**src/rtl/adder_arb_pkg.sv**
```systemverilog
`default_nettype none
// ============================================================================
//  Module      : adder_arb_pkg
//  Description : Shared constants and FSM state type for the arbitrated adder.
//  Revision    : 1.0 - initial release
// ============================================================================
package adder_arb_pkg;

    // Number of requesters sharing the adder and the width of their index.
    localparam int NREQ = 4;
    localparam int ID_W = 2;

    // Arbiter/adder control states.
    typedef enum logic [1:0] {
        IDLE = 2'd0,
        ADD  = 2'd1,
        RESP = 2'd2
    } state_t;

endpackage : adder_arb_pkg
`default_nettype wire

```
**src/rtl/ripple_carry_adder.sv**
```systemverilog
`default_nettype none
// ============================================================================
//  Module      : ripple_carry_adder
//  Description : Parameterised ripple-carry adder, {cout_o, sum_o} = a + b + cin.
//  Revision    : 1.0 - initial release
// ============================================================================
module ripple_carry_adder #(
    parameter int WIDTH = 8
) (
    input  logic [WIDTH-1:0] a_i,
    input  logic [WIDTH-1:0] b_i,
    input  logic             cin_i,
    output logic [WIDTH-1:0] sum_o,
    output logic             cout_o
);

    // Carry chain: carry[k] is the carry into bit k.
    logic [WIDTH:0] carry;

    assign carry[0] = cin_i;

    // One full adder per bit.
    for (genvar k = 0; k < WIDTH; k++) begin : g_bit
        assign sum_o[k]     = a_i[k] ^ b_i[k] ^ carry[k];
        assign carry[k + 1] = (a_i[k] & b_i[k]) | (carry[k] & (a_i[k] ^ b_i[k]));
    end

    assign cout_o = carry[WIDTH];

endmodule : ripple_carry_adder
`default_nettype wire

```
**src/rtl/adder_arbiter.sv**
```systemverilog
`default_nettype none
// ============================================================================
//  Module      : adder_arbiter
//  Description : Four requesters share one adder through a round-robin
//                arbiter; one operation in flight, result held until taken.
//  Revision    : 1.0 - initial release
// ============================================================================
module adder_arbiter #(
    parameter int WIDTH = 8,
    parameter int NREQ  = 4
) (
    input  logic                          clk,
    input  logic                          rst,
    input  logic [NREQ-1:0]               req_valid,
    output logic [NREQ-1:0]               req_ready,
    input  logic [NREQ*WIDTH-1:0]         req_a,
    input  logic [NREQ*WIDTH-1:0]         req_b,
    input  logic [NREQ-1:0]               req_cin,
    output logic                          rsp_valid,
    input  logic                          rsp_ready,
    output logic [adder_arb_pkg::ID_W-1:0] rsp_id,
    output logic [WIDTH-1:0]              rsp_sum,
    output logic                          rsp_cout,
    output logic                          busy
);

    import adder_arb_pkg::*;

    state_t              state_q;
    logic [ID_W-1:0]     ptr_q;
    logic [WIDTH-1:0]    a_q;
    logic [WIDTH-1:0]    b_q;
    logic                cin_q;
    logic [ID_W-1:0]     id_q;
    logic                rsp_valid_q;
    logic [ID_W-1:0]     rsp_id_q;
    logic [WIDTH-1:0]    rsp_sum_q;
    logic                rsp_cout_q;
    logic                busy_q;

    logic [NREQ-1:0]     grant;
    logic [ID_W-1:0]     grant_id;
    logic                grant_any;

    logic [WIDTH-1:0]    add_sum;
    logic                add_cout;

    // Round-robin pick: first valid requester at or after ptr_q, wrapping.
    always_comb begin
        logic [ID_W-1:0] idx;
        grant     = '0;
        grant_id  = '0;
        grant_any = 1'b0;
        idx       = '0;
        for (int i = 0; i < NREQ; i++) begin
            idx = ptr_q + ID_W'(i);
            if (!grant_any && req_valid[idx]) begin
                grant_any = 1'b1;
                grant_id  = idx;
            end
        end
        grant[grant_id] = grant_any;
    end

    // Grant is only offered while idle; reset blanks it immediately.
    assign req_ready = (state_q == IDLE && !rst) ? grant : '0;

    // Shared adder, fed only from the capture registers.
    ripple_carry_adder #(
        .WIDTH (WIDTH)
    ) u_adder (
        .a_i    (a_q),
        .b_i    (b_q),
        .cin_i  (cin_q),
        .sum_o  (add_sum),
        .cout_o (add_cout)
    );

    // Control FSM: capture on grant, register the sum, hold until consumed.
    always_ff @(posedge clk or posedge rst) begin
        if (rst) begin
            state_q     <= IDLE;
            ptr_q       <= '0;
            a_q         <= '0;
            b_q         <= '0;
            cin_q       <= 1'b0;
            id_q        <= '0;
            rsp_valid_q <= 1'b0;
            rsp_id_q    <= '0;
            rsp_sum_q   <= '0;
            rsp_cout_q  <= 1'b0;
            busy_q      <= 1'b0;
        end else begin
            case (state_q)
                IDLE: begin
                    if (grant_any) begin
                        a_q     <= req_a[grant_id*WIDTH +: WIDTH];
                        b_q     <= req_b[grant_id*WIDTH +: WIDTH];
                        cin_q   <= req_cin[grant_id];
                        id_q    <= grant_id;
                        busy_q  <= 1'b1;
                        state_q <= ADD;
                    end
                end
                ADD: begin
                    rsp_sum_q   <= add_sum;
                    rsp_cout_q  <= add_cout;
                    rsp_id_q    <= id_q;
                    rsp_valid_q <= 1'b1;
                    state_q     <= RESP;
                end
                RESP: begin
                    if (rsp_ready) begin
                        rsp_valid_q <= 1'b0;
                        busy_q      <= 1'b0;
                        ptr_q       <= id_q + ID_W'(1);
                        state_q     <= IDLE;
                    end
                end
                default: begin
                    rsp_valid_q <= 1'b0;
                    busy_q      <= 1'b0;
                    state_q     <= IDLE;
                end
            endcase
        end
    end

    assign rsp_valid = rsp_valid_q;
    assign rsp_id    = rsp_id_q;
    assign rsp_sum   = rsp_sum_q;
    assign rsp_cout  = rsp_cout_q;
    assign busy      = busy_q;

endmodule : adder_arbiter
`default_nettype wire
```
**config.mk**
```make
export PLATFORM = sky130hd
export DESIGN_NAME = adder_arbiter
export DESIGN_NICKNAME = d
export VERILOG_FILES = /design/src/rtl/adder_arb_pkg.sv /design/src/rtl/ripple_carry_adder.sv /design/src/rtl/adder_arbiter.sv
export SDC_FILE = /design/constraint.sdc
export NUM_CORES = 1
export LEC_CHECK = 0
export CORE_MARGIN = 10
export CORE_UTILIZATION = 34
export DETAILED_ROUTE_END_ITERATION = 16
export HOLD_SLACK_MARGIN = 0.1
export PLACE_DENSITY = 0.66
export SETUP_SLACK_MARGIN = 0.15
export SYNTH_ARGS = -nofsm -noshare
export SYNTH_HDL_FRONTEND = slang
export SYNTH_SLANG_ARGS = --single-unit
```
**constraint.sdc**
```tcl
create_clock -name clk -period 5.01 [get_ports clk]
set_clock_uncertainty 0.2 [all_clocks]
set_input_delay 1.2525 -clock clk [delete_from_list [all_inputs] [get_ports clk]]
set_output_delay 1.2525 -clock clk [all_outputs]
set_load 0.1 [all_outputs]
```
==> metrics.cfg, run 1 <==
[detailed_routing]
vias = 1982
first_pass_iters = 4
drtIter0Drc = 70
wire_per_inst_um = 17.9
drc = 0
viasPerCell = 5.22
drtAntennaViolNets = 0
wirelength_um = 6780

[worst_setup_path]
start_kind = input pin
arrival_ns = 3.10
setup.worst_path.end_class = primary output
rr_endpoint = rsp_sum[7]
crit_type = in2out
ff2ff_setup_slack_ns = 0.96
cp_slowest_stage_delay_ns = 0.62
critPathBufInv = 3
crit_required_ns = 3.56
reg2reg_depth = 12
worst-path-max-fanout = 18
r2r_start = a_q[0]
critPathSlowestCell = clkdlybuf4s50_1
crit_chain = clkdlybuf4s50_1, nor4_1, or3_1, inv_2, and3_1, buf_12
path_delay_family = buffers and inverters

[clock_network]
clockRootBuffer = clkbuf_8
cts_setup_buffers = 0
cts-resized-gates = 0
cts_buffer_depth = 2
cts_tree = built
clk_latency_ns = 0.28
holdBufCountCts = 0
cts_buffers = 5
path_clk_slew_ns = 0.07
cts.htree.levels = 2
cts_num_sinks = 36

[timing]
hold_viol = 0
setup_slack_ns = 0.457
drv_slew = 0
final.setup.tns_ns = 0
rsz0062_at_grt = false
period_share_pct = 90.9
relSlewSlack_pct = 32.1
period_minus_slack_ns = 4.55
worst_pin_slew_ns = 1.02
max_freq_mhz = 220
timing.hold.ws_ns = 0.277
setup_viol = 0

[floorplanning]
dieArea_um2 = 10200
die_h_um = 101
coreArea_um2 = 6350
io_pins = 92
die_w_um = 101
num_rows = 29
initial_utilization_pct = 34.9

[worst_hold_path]
hold_path.class = reg2reg
min_from = rsp_cout
hold_end = rsp_cout
hold_depth = 2

[job]
maxCapViolCount = 0

[global_routing]
grt_pass1_wl_um = 11100
grt_usage_pct = 13.6
antenna_found_initial = 0
grt_max_degree = 34
grt-ovfl-total = 0
grt_pass1_vias = 2163

[final_layout]
drive_above_1_share_pct = 14.5
fill_cells = 588
fin_nets = 386
syn2layout_area_growth_pct = 46.5
post-route-util_pct = 51.2
final_cells = 380
num_antenna_cells = 0

[place]
portBuffers = 91
placedCellCount = 373
place_ws_ns = 0.449
dp_hpwl_um = 5420
place_congestion = 0.856

[synth]
synth_edf_count = 0
synth_seq_area_share_pct = 40.6
syn_area_um2 = 2220
synth_top_cell_by_area = dfrtp_1
ys_async_sr_fraction_pct = 100
ys_types = 40
yosysMostFrequentCell = dfrtp_1
ys_ff_latch = 36
syn_nets = 302
synth_ff_type = dfrtp_1
synth_cells = 219
synthTopCellsByCount = dfrtp_1 (36), nand3_1 (24), nor2_1 (16)
yosysWarnings = 0
synthTopCellsByArea = dfrtp_1 (41%), fa_1 (7.2%), a221oi_1 (5.9%), nand3_1 (5.4%), mux2_2 (4.1%)
netlist.area_leader.share_pct = 40.6
synth_area_per_cell_um2 = 10.1

[outcome]
outcome = finished clean

[pwr]
leakage_nw = 1.31
power_density_nw_per_um2 = 662
ir_drop_v = 0.000504

[layer usage]
| layer | wire [µm] | track usage, % | share of wire [%] |
|---|---|---|---|
| met1 | 2810 | 16.0 | 41 |
| met2 | 3390 | 22.6 | 50 |
| met3 | 548 | 5.62 | 8.1 |
| met4 | 38 | 2.61 | 0.56 |
| met5 | 0 | 0 | 0 |
[sequential cells by signal (all words and copies together), names as in the netlist, 2 cells and up]
name,flops
id_q,2
rsp_sum,8
a_q,8
ptr_q,2
state_q,2
b_q,8
rsp_id,2
[where the power goes]
group | switching, mW | internal (mW) | leakage, nW | total, mW
Clock | 0.0954 | 0.122 | 0.0503 | 0.218
Sequential | 0.113 | 0.445 | 0.416 | 0.558
Combinational | 0.893 | 0.482 | 0.846 | 1.38
Total | 1.10 | 1.05 | 1.31 | 2.15
[layout by cell type, fill, tap and decap left out, types with 3 or more instances in the layout]
cell type and instances:
a21oi_1 6, nor2_1 16, and3_1 3, clkbuf_8 7
o21ai_0 9, mux2_2 8, nand3_1 24, buf_12 4
buf_4 7, a31oi_1 13, nand2_1 11, fa_1 8
a221oi_1 15, inv_1 11, dfrtp_1 36, a32oi_1 4
clkdlybuf4s50_1 87, nand2b_1 3, nand3_2 8
[cell families (layout without fill, tap and decap cells)]
kind of cell | Yosys count | in the layout | share of synthesized area [%]
adder cells (fa/ha/maj) | 8 | 8 | 7.22
AND/OR/NAND/NOR | 73 | 73 | 18.0
multiplexers | 9 | 9 | 4.51
flip-flops | 36 | 36 | 40.6
buffers and inverters | 34 | 118 | 9.81
AO/OA/AOI/OAI | 58 | 58 | 19.5
XOR/XNOR | 1 | 1 | 0.395
[through the flow]
| stage | cell area (µm²) | power [mW] |
|---|---|---|
| 2_1_floorplan | 2220 | 1.61 |
| 3_3_place_gp | 3150 | 1.93 |
| 3_5_place_dp | 3150 | 1.96 |
| 4_1_cts | 3250 | 2.18 |
| 5_1_grt | 3250 | 2.33 |
| 6_report | 3250 | 2.15 |
[worst max-delay path by stage]
stage                       startpoint           end  slack (ns)  depth (start not counted)
after CTS                 req_valid[0]  req_ready[3]        0.44                          6
after global placement    req_valid[0]  req_ready[3]        0.49                          6
after floorplan           req_valid[0]  req_ready[2]        0.20                          8
after detailed placement  req_valid[0]  req_ready[3]        0.45                          6
after global routing      req_valid[0]  req_ready[0]        0.34                          6
final                     req_valid[0]  req_ready[3]        0.46                          6
[layout make-up]
cell class | instances | area, µm² | share of cell area, %
clock buffer | 7 | 96.3 | 2.96
inverter | 13 | 48.8 | 1.50
multi-input combinational | 149 | 1100 | 34.0
sequential | 36 | 901 | 27.7
tap | 77 | 96.3 | 2.96
timing repair buffer | 98 | 1000 | 30.9
[worst min-delay path: cells and delay by family, from the launching register on]
family | cells | cell delay (ns)
AO/OA/AOI/OAI | 1 | 0.06
flip-flops | 1 | 0.34
AND/OR/NAND/NOR | 1 | 0.04
Note: power is estimated with default switching activity, not from simulation.
==> inputs of run 2 (changes only) <==
--- a/config.mk
+++ b/config.mk
@@ -8,6 +8,7 @@
 export CORE_MARGIN = 10
 export CORE_UTILIZATION = 34
 export DETAILED_ROUTE_END_ITERATION = 16
+export GPL_ROUTABILITY_DRIVEN = 0
 export HOLD_SLACK_MARGIN = 0.1
 export PLACE_DENSITY = 0.66
 export SETUP_SLACK_MARGIN = 0.15
==> results of run 2 <==
Final layout, timing and power as in run 1 (identical DEF).
